**src/rtl/fwd_hazard_unit.sv**
```systemverilog
// Operand forwarding and load-use hazard unit for the lc3b EX stage.
// Picks the youngest matching producer (stages, then retired-write history) and tracks stall duration.
module fwd_hazard_unit #(
    parameter int NUM_STAGES = 3,
    parameter int HIST_DEPTH = 2,
    parameter int NUM_SRC    = 2,
    parameter int REG_W      = 3,
    parameter int DATA_W     = 16,
    parameter int SKIP_R0    = 1,
    parameter int MAX_STALL  = 15,
    parameter int SEL_W      = $clog2(NUM_STAGES + HIST_DEPTH + 1)
) (
    input  logic                         clk,
    input  logic                         reset,
    input  logic                         pipe_advance,
    input  logic                         flush,
    input  logic [NUM_STAGES-1:0]        stage_valid,
    input  logic [NUM_STAGES*REG_W-1:0]  stage_dest,
    input  logic [NUM_STAGES-1:0]        stage_ready,
    input  logic [NUM_STAGES*DATA_W-1:0] stage_data,
    input  logic [NUM_SRC*REG_W-1:0]     src_idx,
    input  logic [NUM_SRC-1:0]           src_used,
    output logic [NUM_SRC*SEL_W-1:0]     fwd_sel,
    output logic [NUM_SRC*DATA_W-1:0]    fwd_data,
    output logic                         hazard_stall,
    output logic                         stall_timeout,
    output logic [15:0]                  stall_count
);

    localparam int HD    = (HIST_DEPTH > 0) ? HIST_DEPTH : 1;
    localparam int RUN_W = $clog2(MAX_STALL + 1);

    typedef enum logic {RUN, STALL} state_t;

    logic [HD-1:0]     hist_valid;
    logic [REG_W-1:0]  hist_dest [HD];
    logic [DATA_W-1:0] hist_data [HD];

    logic [SEL_W-1:0]  pick_sel;
    logic [DATA_W-1:0] pick_data;
    logic              pick_pend;

    state_t            state, state_next;
    logic [RUN_W-1:0]  run_len, run_next;

    function automatic logic is_match(input logic v, input logic [REG_W-1:0] dest,
                                      input logic [REG_W-1:0] src);
        return v && (dest == src) && !((SKIP_R0 != 0) && (dest == '0));
    endfunction

    // Scan from lowest to highest priority so the last hit (the youngest producer) wins.
    always_comb begin
        // NOTE: every combinational output gets a default first so no path can infer a latch.
        fwd_sel      = '0;
        fwd_data     = '0;
        hazard_stall = 1'b0;
        pick_sel     = '0;
        pick_data    = '0;
        pick_pend    = 1'b0;
        for (int j = 0; j < NUM_SRC; j++) begin
            pick_sel  = '0;
            pick_data = '0;
            pick_pend = 1'b0;
            for (int h = HIST_DEPTH - 1; h >= 0; h--) begin
                if (is_match(hist_valid[h], hist_dest[h], src_idx[j*REG_W +: REG_W])) begin
                    pick_sel  = SEL_W'(NUM_STAGES + 1 + h);
                    pick_data = hist_data[h];
                    pick_pend = 1'b0;
                end
            end
            for (int k = NUM_STAGES - 1; k >= 0; k--) begin
                if (is_match(stage_valid[k], stage_dest[k*REG_W +: REG_W],
                             src_idx[j*REG_W +: REG_W])) begin
                    pick_sel  = SEL_W'(k + 1);
                    pick_data = stage_data[k*DATA_W +: DATA_W];
                    pick_pend = !stage_ready[k];
                end
            end
            fwd_sel[j*SEL_W +: SEL_W]    = pick_sel;
            fwd_data[j*DATA_W +: DATA_W] = pick_data;
            hazard_stall                 = hazard_stall | (src_used[j] & pick_pend);
        end
    end

    generate
        if (HIST_DEPTH > 0) begin : g_hist
            always_ff @(posedge clk or posedge reset) begin
                if (reset) begin
                    hist_valid <= '0;
                end else if (pipe_advance) begin
                    // NOTE: non-blocking assignments make this a true shift: each entry reads its neighbour's old value.
                    for (int h = HD - 1; h > 0; h--) hist_valid[h] <= hist_valid[h-1];
                    hist_valid[0] <= stage_valid[NUM_STAGES-1];
                end
            end

            // NOTE: payload storage is not reset; the valid bits alone make stale entries invisible.
            always_ff @(posedge clk) begin
                if (pipe_advance) begin
                    for (int h = HD - 1; h > 0; h--) begin
                        hist_dest[h] <= hist_dest[h-1];
                        hist_data[h] <= hist_data[h-1];
                    end
                    hist_dest[0] <= stage_dest[(NUM_STAGES-1)*REG_W +: REG_W];
                    hist_data[0] <= stage_data[(NUM_STAGES-1)*DATA_W +: DATA_W];
                end
            end
        end else begin : g_no_hist
            always_comb begin
                hist_valid   = '0;
                hist_dest[0] = '0;
                hist_data[0] = '0;
            end
        end
    endgenerate

    always_comb begin
        state_next = state;
        run_next   = run_len;
        if (flush) begin
            state_next = RUN;
            run_next   = '0;
        end else begin
            case (state)
                RUN: if (hazard_stall) begin
                    state_next = STALL;
                    run_next   = RUN_W'(1);
                end
                STALL: if (hazard_stall) begin
                    run_next = (run_len >= RUN_W'(MAX_STALL)) ? RUN_W'(MAX_STALL)
                                                              : run_len + RUN_W'(1);
                end else begin
                    state_next = RUN;
                    run_next   = '0;
                end
                default: begin
                    state_next = RUN;
                    run_next   = '0;
                end
            endcase
        end
    end

    always_ff @(posedge clk or posedge reset) begin
        if (reset) begin
            state         <= RUN;
            run_len       <= '0;
            stall_timeout <= 1'b0;
            stall_count   <= '0;
        end else begin
            state   <= state_next;
            run_len <= run_next;
            if (run_next == RUN_W'(MAX_STALL)) stall_timeout <= 1'b1;
            if (hazard_stall && (stall_count != 16'hFFFF)) stall_count <= stall_count + 16'd1;
        end
    end

endmodule

```
**config.mk**
```make
export PLATFORM = sky130hd
export DESIGN_NAME = fwd_hazard_unit
export DESIGN_NICKNAME = d
export VERILOG_FILES = /design/src/rtl/fwd_hazard_unit.sv
export SDC_FILE = /design/constraint.sdc
export NUM_CORES = 1
export LEC_CHECK = 0
export ABC_AREA = 1
export ABC_CLOCK_PERIOD_IN_PS = 2950
export CELL_PAD_IN_SITES_DETAIL_PLACEMENT = 1
export CELL_PAD_IN_SITES_GLOBAL_PLACEMENT = 1
export CORE_MARGIN = 3
export CORE_UTILIZATION = 25
export DETAILED_ROUTE_END_ITERATION = 10
export PLACE_DENSITY_LB_ADDON = 0.1
export RECOVER_POWER = 100
export SYNTH_ARGS = -nofsm -noshare
export SYNTH_HDL_FRONTEND = slang
export SYNTH_SLANG_ARGS = --single-unit
export TNS_END_PERCENT = 100
```
**constraint.sdc**
```tcl
create_clock -name clk -period 2.95 [get_ports clk]
set_input_delay 0.59 -clock clk [delete_from_list [all_inputs] [get_ports clk]]
set_output_delay 0.59 -clock clk [all_outputs]
set_load 0.02 [all_outputs]
```
# After elaboration in Yosys (flattened, before gate mapping)
# Memories as Yosys holds them, arrays and structs flattened.
# Cells that the tools add are included.
# Widths: inputs -> output; s select.
# word_totals
mem_bits_rw,38
romBits,0
latch_bits,0
memories,2
ff_bits,24
# classes
order_cmp,1
bitwise_logic,4
shift,0
mux,35
multipliers,0
reduce_logical,34
div_mod_pow,0
add_sub_neg,2
eq_ne,12
# memory_table
memory,depth,word_bits,read_ports,rd_ports_with_merged_regs,write_ports,line_no,source
hist_data,2,16,2,0,2,37,logic [DATA_W-1:0] hist_data [HD];
hist_dest,2,3,2,0,2,36,logic [REG_W-1:0] hist_dest [HD];
# op_table
cell,count
$mux 16,10
$eq 3x3->1,10
$mux 3,10
$logic_and 1x1->1,21
$add 16x1->16 const B,1
$mux 4,4
$ne 16x16->1 const B,1
$logic_not 3->1,5
$mux 1,10
$logic_not 1->1,8
$pmux 4 s2,1
$add 4x1->4 const B,1
$eq 4x4->1 const B,1
$ge 4x4->1 const B,1
$and 1x1->1,2
$not 1->1,1
$or 1x1->1,1

# Depth between registers and ports, before layout
# Gate-level depths: netlist of run 1.
# logic_depth
ltp_word,12
ltp_mapped,17

# Worst setup path after synthesis of run 1
# Ideal clock, no wire load.
# synth_path
path_type,input-to-output
start,input src_idx[2]
end,output fwd_data[11]
arrival_time_ns,2.093
cell_stages,11
slack_ns,0.267
cell_sequence,buf_2 > inv_1 > nand2_1 > nand2_1 > nand2_1 > nor2_2 > nand2_2 > clkbuf_1 > nand3_1 > o21ai_0 > a221oi_1
# synth_between
elab_chain_len,8
word_cells_on_any_way,20
cone_classes,5 x eq/ne; 5 x mux; 10 x reduce/logical
# synth_rtl
element,line_no,source
"start, declared",21,"input logic [NUM_SRC*REG_W-1:0] src_idx,"
$eq 3x3->1,48,return v && (dest == src) && !((SKIP_R0 != 0) && (dest == '0));
$logic_and 1x1->1 (2 in a row),48,
$mux 16 (2 in a row),65,"if (is_match(hist_valid[h], hist_dest[h], src_idx[j*REG_W +: REG_W])) begin"
$mux 16 (2 in a row),72,"if (is_match(stage_valid[k], stage_dest[k*REG_W +: REG_W],"
$mux 16 *,72,
"end, declared",24,"output logic [NUM_SRC*DATA_W-1:0] fwd_data,"
# Every way passes the cells marked *; elsewhere a longest branch is shown, timed or not.

# Worst setup path after layout of run 1
# layout_path
start,input stage_valid[1]
end,output fwd_data[18]
# layout_between
elab_chain_len,4
# layout_rtl
element,line_no,source
"start, declared",17,"input logic [NUM_STAGES-1:0] stage_valid,"
$logic_and 1x1->1 (2 in a row),48,
$mux 16 (2 in a row),72,
# Every way passes these cells.

==> flow_metrics.py, run 1 <==
metrics = {
    "pwr": {
        "combPwrFrac": 0.355,
        "p_sw_uw": 1190,
        "netSwitchingFraction": 0.343,
        "power_uw": 3480,
        "ir_drop_mv": 0.362,
        "pwr-share-clk": 0.320,
        "powerDensity_mw_per_mm2": 462,
        "p_leak_uw": 0.00351,
        "sequentialPowerShare": 0.325,
        "p_int_uw": 2280,
    },
    "synth": {
        "synth_fp_nets": 706,
        "synth_area_per_cell_um2": 7.24,
        "yosys_warnings": 0,
        "synth.area.mux_share": 0,
        "ys.flop_type": "edfxtp_1",
        "synth_top_area_frac": 0.250,
        "synth.top_cells.by_area": "edfxtp_1 25%, dfrtp_1 13%, o21ai_0 10%, inv_1 9.3%, nand2_1 7.5%",
        "yosys.area_share.simple": 0.237,
        "synth_cell_types": 37,
        "synth-compound-area-share": 0.202,
        "synth_xor_area_frac": 0.0519,
        "synth-seq-area-share": 0.382,
        "synth_top_family_by_area": "simple AND/OR/NAND/NOR gates",
        "yosysTopAreaCell": "edfxtp_1",
        "synth_edf_count": 38,
        "async_flop_share": 0.387,
        "syn-cell-area_mm2": 0.00456,
        "ys_ff_latch": 62,
        "synthCells": 629,
        "synth_adder_area_share": 0.00549,
    },
    "sta": {
        "slew_violations": 43,
        "hold_slack_ns": 0.450,
        "fin_crit_sh": 0.985,
        "rsz0062_at_grt": "yes",
        "setup_viol": 0,
        "tightest_slew_ns": 2.32,
        "period_needed_ns": 2.91,
        "hold_violations": 0,
        "max-slew-margin-rel": -0.548,
        "skew_ns": 0.00673,
        "tns_ns": 0,
        "fmax_ghz": 0.344,
    },
    "routing": {
        "wl_um": 18300,
        "drtIter0Drc": 200,
        "avgRoutedWirePerCell_um": 17.1,
        "final_antenna_net_count": 0,
        "drcViolationCount": 0,
        "drt_pass1_iterations": 4,
        "vias": 5146,
        "via_per_inst": 4.79,
    },
    "critical_path": {
        "crit_slowest_cell": "clkdlybuf4s50_1",
        "critPathMaxStageDelay_ns": 0.47,
        "worst-path-buf-inv": 4,
        "cp.required_ns": 2.36,
        "critical_path.top_delay_family": "buffers and inverters",
        "start_kind": "input pin",
        "crit_type": "input pin to primary output",
        "path_cells": "clkdlybuf4s50_1 > inv_2 > a21oi_4 > nand3_4 > buf_12 > a31oi_1 > o31ai_2 > o21ai_1 > buf_4",
        "arrival_ns": 2.32,
        "endpoint_kind": "primary output",
        "crit_path_max_fanout": 6,
    },
    "grt": {
        "grt_use_total": 0.182,
        "antenna_found_initial": 0,
        "grt_pass1_vias": 5532,
        "grt_remaining_overflow": 0,
        "grt_pass1_wl_um": 29100,
        "grt_start_max_net_pins": 43,
    },
    "cells_and_area": {
        "nets": 921,
        "fill_cells": 2143,
        "diodes": 0,
        "area_delta_synth_final_pct": 65.2,
        "drive_above_1_share": 0.296,
    },
    "floorplan": {
        "design.core.area_mm2": 0.0176,
        "io_pins": 131,
        "start_util": 0.259,
        "die_height_um": 141,
        "dieArea_mm2": 0.0199,
        "die_x_um": 141,
        "fp-row-count": 48,
    },
    "clock_network": {
        "htreeDepth": 3,
        "path_clk_slew_ns": 0.05,
        "postCtsHoldBufs": 0,
        "worst_skew_pair.late_latency_ns": 0.33,
        "cts_buffer_depth": 2,
        "cts_tree": "yes",
        "cts.sinks": 62,
        "clockRootBuffer": "clkbuf_16",
        "cts_buffers": 9,
    },
    "flow_run": {
        "maxCapViolations": 1,
    },
    "place": {
        "io_buffers": 130,
        "dp_hpwl_um": 13600,
        "gp_congestion": 0.850,
    },
    "hold_path": {
        "hp-class": "register to register",
    },
    "status": {
        "violations": "capacitance limit, slew limit",
        "outcome": "finished, violations left",
    },
}
## metrics by stage
step	cell area, µm²	worst slack [ns]	utilization	cells
5_1_grt	7530	-0.0317	0.428	1074
4_1_cts	7230	0.000814	0.411	1068
3_3_place_gp	6620	-0.897	0.376	1033
3_5_place_dp	6620	-0.935	0.376	1033
6_report	7530	0.0447	0.428	1074
2_1_floorplan	4560	0.267	-	629
## what timing repair did
action                                 4_1_cts  5_1_grt
pin swaps                                   16       26
setup endpoints to repair                   39       38
setup buffers                               15        7
gates resized for setup                    263      138
endpoints found under the hold margin        0        0
gates cloned                                 4        0
## worst paths after layout
check | slack, ns | end | cells after the start | start
setup / recovery | 0.04 | fwd_data[18] | 9 | stage_valid[1]
max in group asynchronous | 1.00 | stall_count[5]$_DFFE_PP0P_ | 3 | reset
setup reg to reg | 1.16 | stall_count[2]$_DFFE_PP0P_ | 8 | stall_count[0]$_DFFE_PP0P_
hold reg to reg | 0.45 | hist_data[0][19]$_DFFE_PP_ | 0 | hist_data[0][3]$_DFFE_PP_
hold / removal | 0.45 | hist_data[0][19]$_DFFE_PP_ | 0 | hist_data[0][3]$_DFFE_PP_
min in group asynchronous | 1.16 | hist_valid[1]$_DFFE_PP0P_ | 3 | reset
## cell type report
type,count,area (µm²),share of cell area
clock buffers,13,303,0.0402
clock inverters,3,20.0,0.00266
inverters,119,460,0.0612
multi-input cells,425,2660,0.353
flip-flops and latches,62,1740,0.231
well taps,225,282,0.0374
repair buffers,227,2060,0.274
## worst reg2reg max path, cell delays in order, from the launching register on
cell	delay, ns
dfrtp_1	0.39
ha_1	0.21
nand3_1	0.11
inv_1	0.09
nand3_1	0.13
o21ai_2	0.27
inv_1	0.23
nand2_1	0.12
xor2_1	0.15
## logic make-up after synthesis
group,Yosys count
simple gates,231
compound gates,164
buf+inv,143
flops,62
xor+xnor,27
fa+ha+maj,2
## routing by layer
metal,track usage,vias up,wire (µm)
met2,0.311,139,9020
li1,-,2515,-
met5,0,-,0
met3,0.0288,25,723
met4,0.0597,0,345
met1,0.236,2467,8240
## registers in the layout (all words and copies together), names as in the netlist
register / count
hist_data: 32
stall_count: 16
hist_dest: 6
run_len: 4
hist_valid: 2
stall_timeout: 1
state: 1
## synth_stat cells (all sizes together) (4+ instances only)
library cell	count
buf	6
nor3	15
inv	119
nand3	32
nor2	77
dfrtp	24
nand4	4
xor2	18
xnor2	9
nand2	97
clkbuf	18
o31ai	14
a31oi	28
edfxtp	38
a21oi	21
o21ai	94
nor4	4
## placed cells by master (no fill, tap or decap), types with 13 or more instances in the layout
cell type / instances
o21ai_0: 51
xor2_1: 17
buf_6: 13
o21ai_1: 40
edfxtp_1: 38
a31oi_1: 24
dfrtp_1: 24
inv_1: 103
nor2_1: 61
clkdlybuf4s50_1: 41
buf_4: 78
dlygate4sd3_1: 34
buf_2: 17
nand2_1: 82
a21oi_1: 16
nand3_1: 20
## power by group through the flow
| stage | clock network (µW) | logic, µW | registers [µW] |
|---|---|---|---|
| 2_1_floorplan | 0 | 504 | 1200 |
| 3_3_place_gp | 0 | 1170 | 1140 |
| 3_5_place_dp | 0 | 1180 | 1150 |
| 4_1_cts | 1150 | 1200 | 1130 |
| 5_1_grt | 1180 | 1340 | 1150 |
| 6_report | 1110 | 1230 | 1130 |
No activity file was read; power rests on OpenSTA's default activity.
==> inputs of run 2 (changes only) <==
--- a/config.mk
+++ b/config.mk
@@ -16,2 +16,3 @@
 export RECOVER_POWER = 100
+export SLEW_MARGIN = 30
 export SYNTH_ARGS = -nofsm -noshare
--- a/constraint.sdc
+++ b/constraint.sdc
@@ -3,2 +3,2 @@
 set_output_delay 0.59 -clock clk [all_outputs]
-set_load 0.02 [all_outputs]
+set_load 0.01 [all_outputs]
==> run 2 against run 1 <==
The flow now finishes without violations. Utilization fell by 0.40 points. Largest power group unchanged. Via count fell by 0.60%. Sequential share of layout area rose by 0.22 points. Die area did not move. Register-to-register slack got worse by 0.12 ns. Setup slack got worse by 0.024 ns. Largest cell class unchanged. Count of clock-buffer cells in the layout fell by 1. Critical endpoint is now fwd_data[26]. Clock skew fell by 0.0011 ns. Power fell by 3.4%. Clock power barely moved.
==> flow_metrics.py, run 2 (synthesis gave the netlist of run 1 again) <==
metrics = {
    "status": {
        "outcome": "finished, final reports clean",
    },
    "cells_and_area": {
        "drive_above_1_share": 0.312,
        "mostFrequentLayoutCell": "inv_1",
        "largest_register": "hist_data",
        "diodes": 0,
        "largest_registers": "hist_data (32), stall_count (16), hist_dest (6)",
        "final_cell_mix": "100 x inv_1, 91 x buf_4, 81 x nand2_1",
        "stdcell_count": 1085,
        "largest_reg_flops": 32,
        "area_delta_synth_final_pct": 63.7,
        "nets": 932,
        "finish.instance_area_mm2": 0.00746,
    },
    "critical_path": {
        "r2r_start": "stall_count[0]$_DFFE_PP0P_",
        "worst_r2r_endpoint": "stall_count[2]$_DFFE_PP0P_",
        "cp.required_ns": 2.36,
        "crit_path_max_fanout": 4,
        "crit_type": "input pin to primary output",
        "critPathMaxStageDelay_ns": 0.49,
        "crit_top_cell": "buf_4",
        "endpoint_kind": "primary output",
        "reg2reg_setup_slack_ns": 1.04,
        "path_cells": "clkdlybuf4s50_1 > inv_1 > a21oi_4 > buf_4 > nand3_4 > inv_4 > buf_4 > a31oi_1 > o31ai_2 > o21ai_0 > clkdlybuf4s15_2",
        "r2r_cells": 8,
        "crit_slowest_cell": "clkdlybuf4s50_1",
        "start_kind": "input pin",
        "arrival_ns": 2.34,
    },
    "place": {
        "dp_hpwl_um": 13500,
        "dpl-instance-area_mm2": 0.00658,
        "preCtsSetupSlack_ns": -0.779,
        "dp_cells": 1029,
        "io_buffers": 130,
        "gp_congestion": 0.837,
    },
    "pwr": {
        "p_leak_uw": 0.00348,
        "powerDensity_mw_per_mm2": 451,
        "ir_drop_mv": 0.340,
    },
    "sta": {
        "tns_ns": 0,
        "fin_crit_sh": 0.993,
        "skew_ns": 0.00561,
        "hold_slack_ns": 0.444,
        "slew_violations": 0,
        "hold_violations": 0,
        "setup_viol": 0,
        "tightest_slew_ns": 0.579,
        "rsz0062_at_grt": "yes",
        "fmax_ghz": 0.341,
        "max-slew-margin-rel": 0.614,
        "setup_ws_ns": 0.0208,
        "period_needed_ns": 2.93,
    },
    "routing": {
        "final_antenna_net_count": 0,
        "drtIter0Drc": 196,
        "drt_pass1_iterations": 4,
        "drt-met1-wl_um": 8230,
        "wl_met2_um": 9070,
        "vias": 5115,
        "met3WireLength_um": 679,
        "via_per_inst": 4.71,
        "drcViolationCount": 0,
        "highest_layer": "met4",
        "avgRoutedWirePerCell_um": 16.8,
        "wl_um": 18300,
    },
    "hold_path": {
        "hp-class": "register to register",
        "whs_endpoint": "hist_data[0][18]$_DFFE_PP_",
        "holdPathStages": 0,
        "min_from": "hist_data[0][2]$_DFFE_PP_",
    },
    "grt": {
        "grt_use_total": 0.182,
        "grt_pass1_wl_um": 28900,
        "grt_start_max_net_pins": 43,
        "grt_remaining_overflow": 0,
        "antenna_found_initial": 0,
        "grt_pass1_vias": 5509,
    },
    "clock_network": {
        "clockRootBuffer": "clkbuf_16",
        "path_clk_slew_ns": 0.06,
        "cts.sinks": 62,
        "worst_skew_pair.late_latency_ns": 0.34,
        "cts_buffer_depth": 2,
        "cts_buffers": 9,
        "cts_tree": "yes",
        "htreeDepth": 3,
    },
    "floorplan": {
        "die_x_um": 141,
        "design.core.area_mm2": 0.0176,
        "die_height_um": 141,
        "dieArea_mm2": 0.0199,
        "start_util": 0.259,
        "fp-row-count": 48,
        "io_pins": 131,
    },
    "flow_run": {
        "maxCapViolations": 0,
    },
}
==> run 2: worst max-delay path by stage <==
stage / from / end / slack, ns / cells past startpoint
floorplan: src_idx[4] / fwd_data[21] / 0.36 / 10
global placement: src_idx[1] / fwd_data[11] / -0.73 / 10
detailed placement: src_idx[2] / fwd_data[2] / -0.78 / 10
CTS: hist_dest[0][1]$_DFFE_PP_ / fwd_data[8] / -0.04 / 10
global route: hist_dest[0][0]$_DFFE_PP_ / fwd_data[26] / -0.09 / 11
finish: stage_valid[2] / fwd_data[26] / 0.02 / 11
==> run 2: what timing repair did <==
| item | CTS | global route |
|---|---|---|
| hold buffers | 0 | 0 |
| endpoints found under the setup margin | 39 | 37 |
| pin swaps | 14 | 25 |
| hold endpoints to repair | 0 | 0 |
| buffers inserted | 24 | 16 |
| cloned | 1 | 0 |
| resized for setup | 199 | 124 |
==> run 2: critical path, delay by kind of cell <==
kind	cells	cell delay, ns
AO/OA/AOI/OAI	4	0.42
buffers and inverters	6	1.19
AND/OR/NAND/NOR	1	0.13
==> run 2: cell type report <==
class / count / area, µm²
Tap cell: 225 / 282
Sequential cell: 62 / 1740
Fill cell: 2174 / 10100
Inverter: 119 / 457
Clock inverter: 4 / 25.0
Multi-Input combinational cell: 424 / 2600
Timing Repair Buffer: 239 / 2070
Clock buffer: 12 / 279
==> run 2: stage by stage <==
| stage | total power, µW | utilization |
|---|---|---|
| 6_report | 3360 | 0.424 |
| 5_1_grt | 3560 | 0.424 |
| 4_1_cts | 3360 | 0.412 |
| 3_5_place_dp | 2220 | 0.374 |
| 3_3_place_gp | 2200 | 0.374 |
| 2_1_floorplan | 1600 | - |
==> run 2: metal layers <==
layer | track usage | vias to the layer above
li1 | - | 2536
met1 | 0.232 | 2450
met2 | 0.311 | 107
met3 | 0.0346 | 22
met4 | 0.0561 | 0
met5 | 0 | -
==> run 2: power by group <==
group          total (µW)  internal (µW)  switching (µW)
Combinational        1150            547             602
Clock                1080            671             413
Sequential           1130           1040            93.1
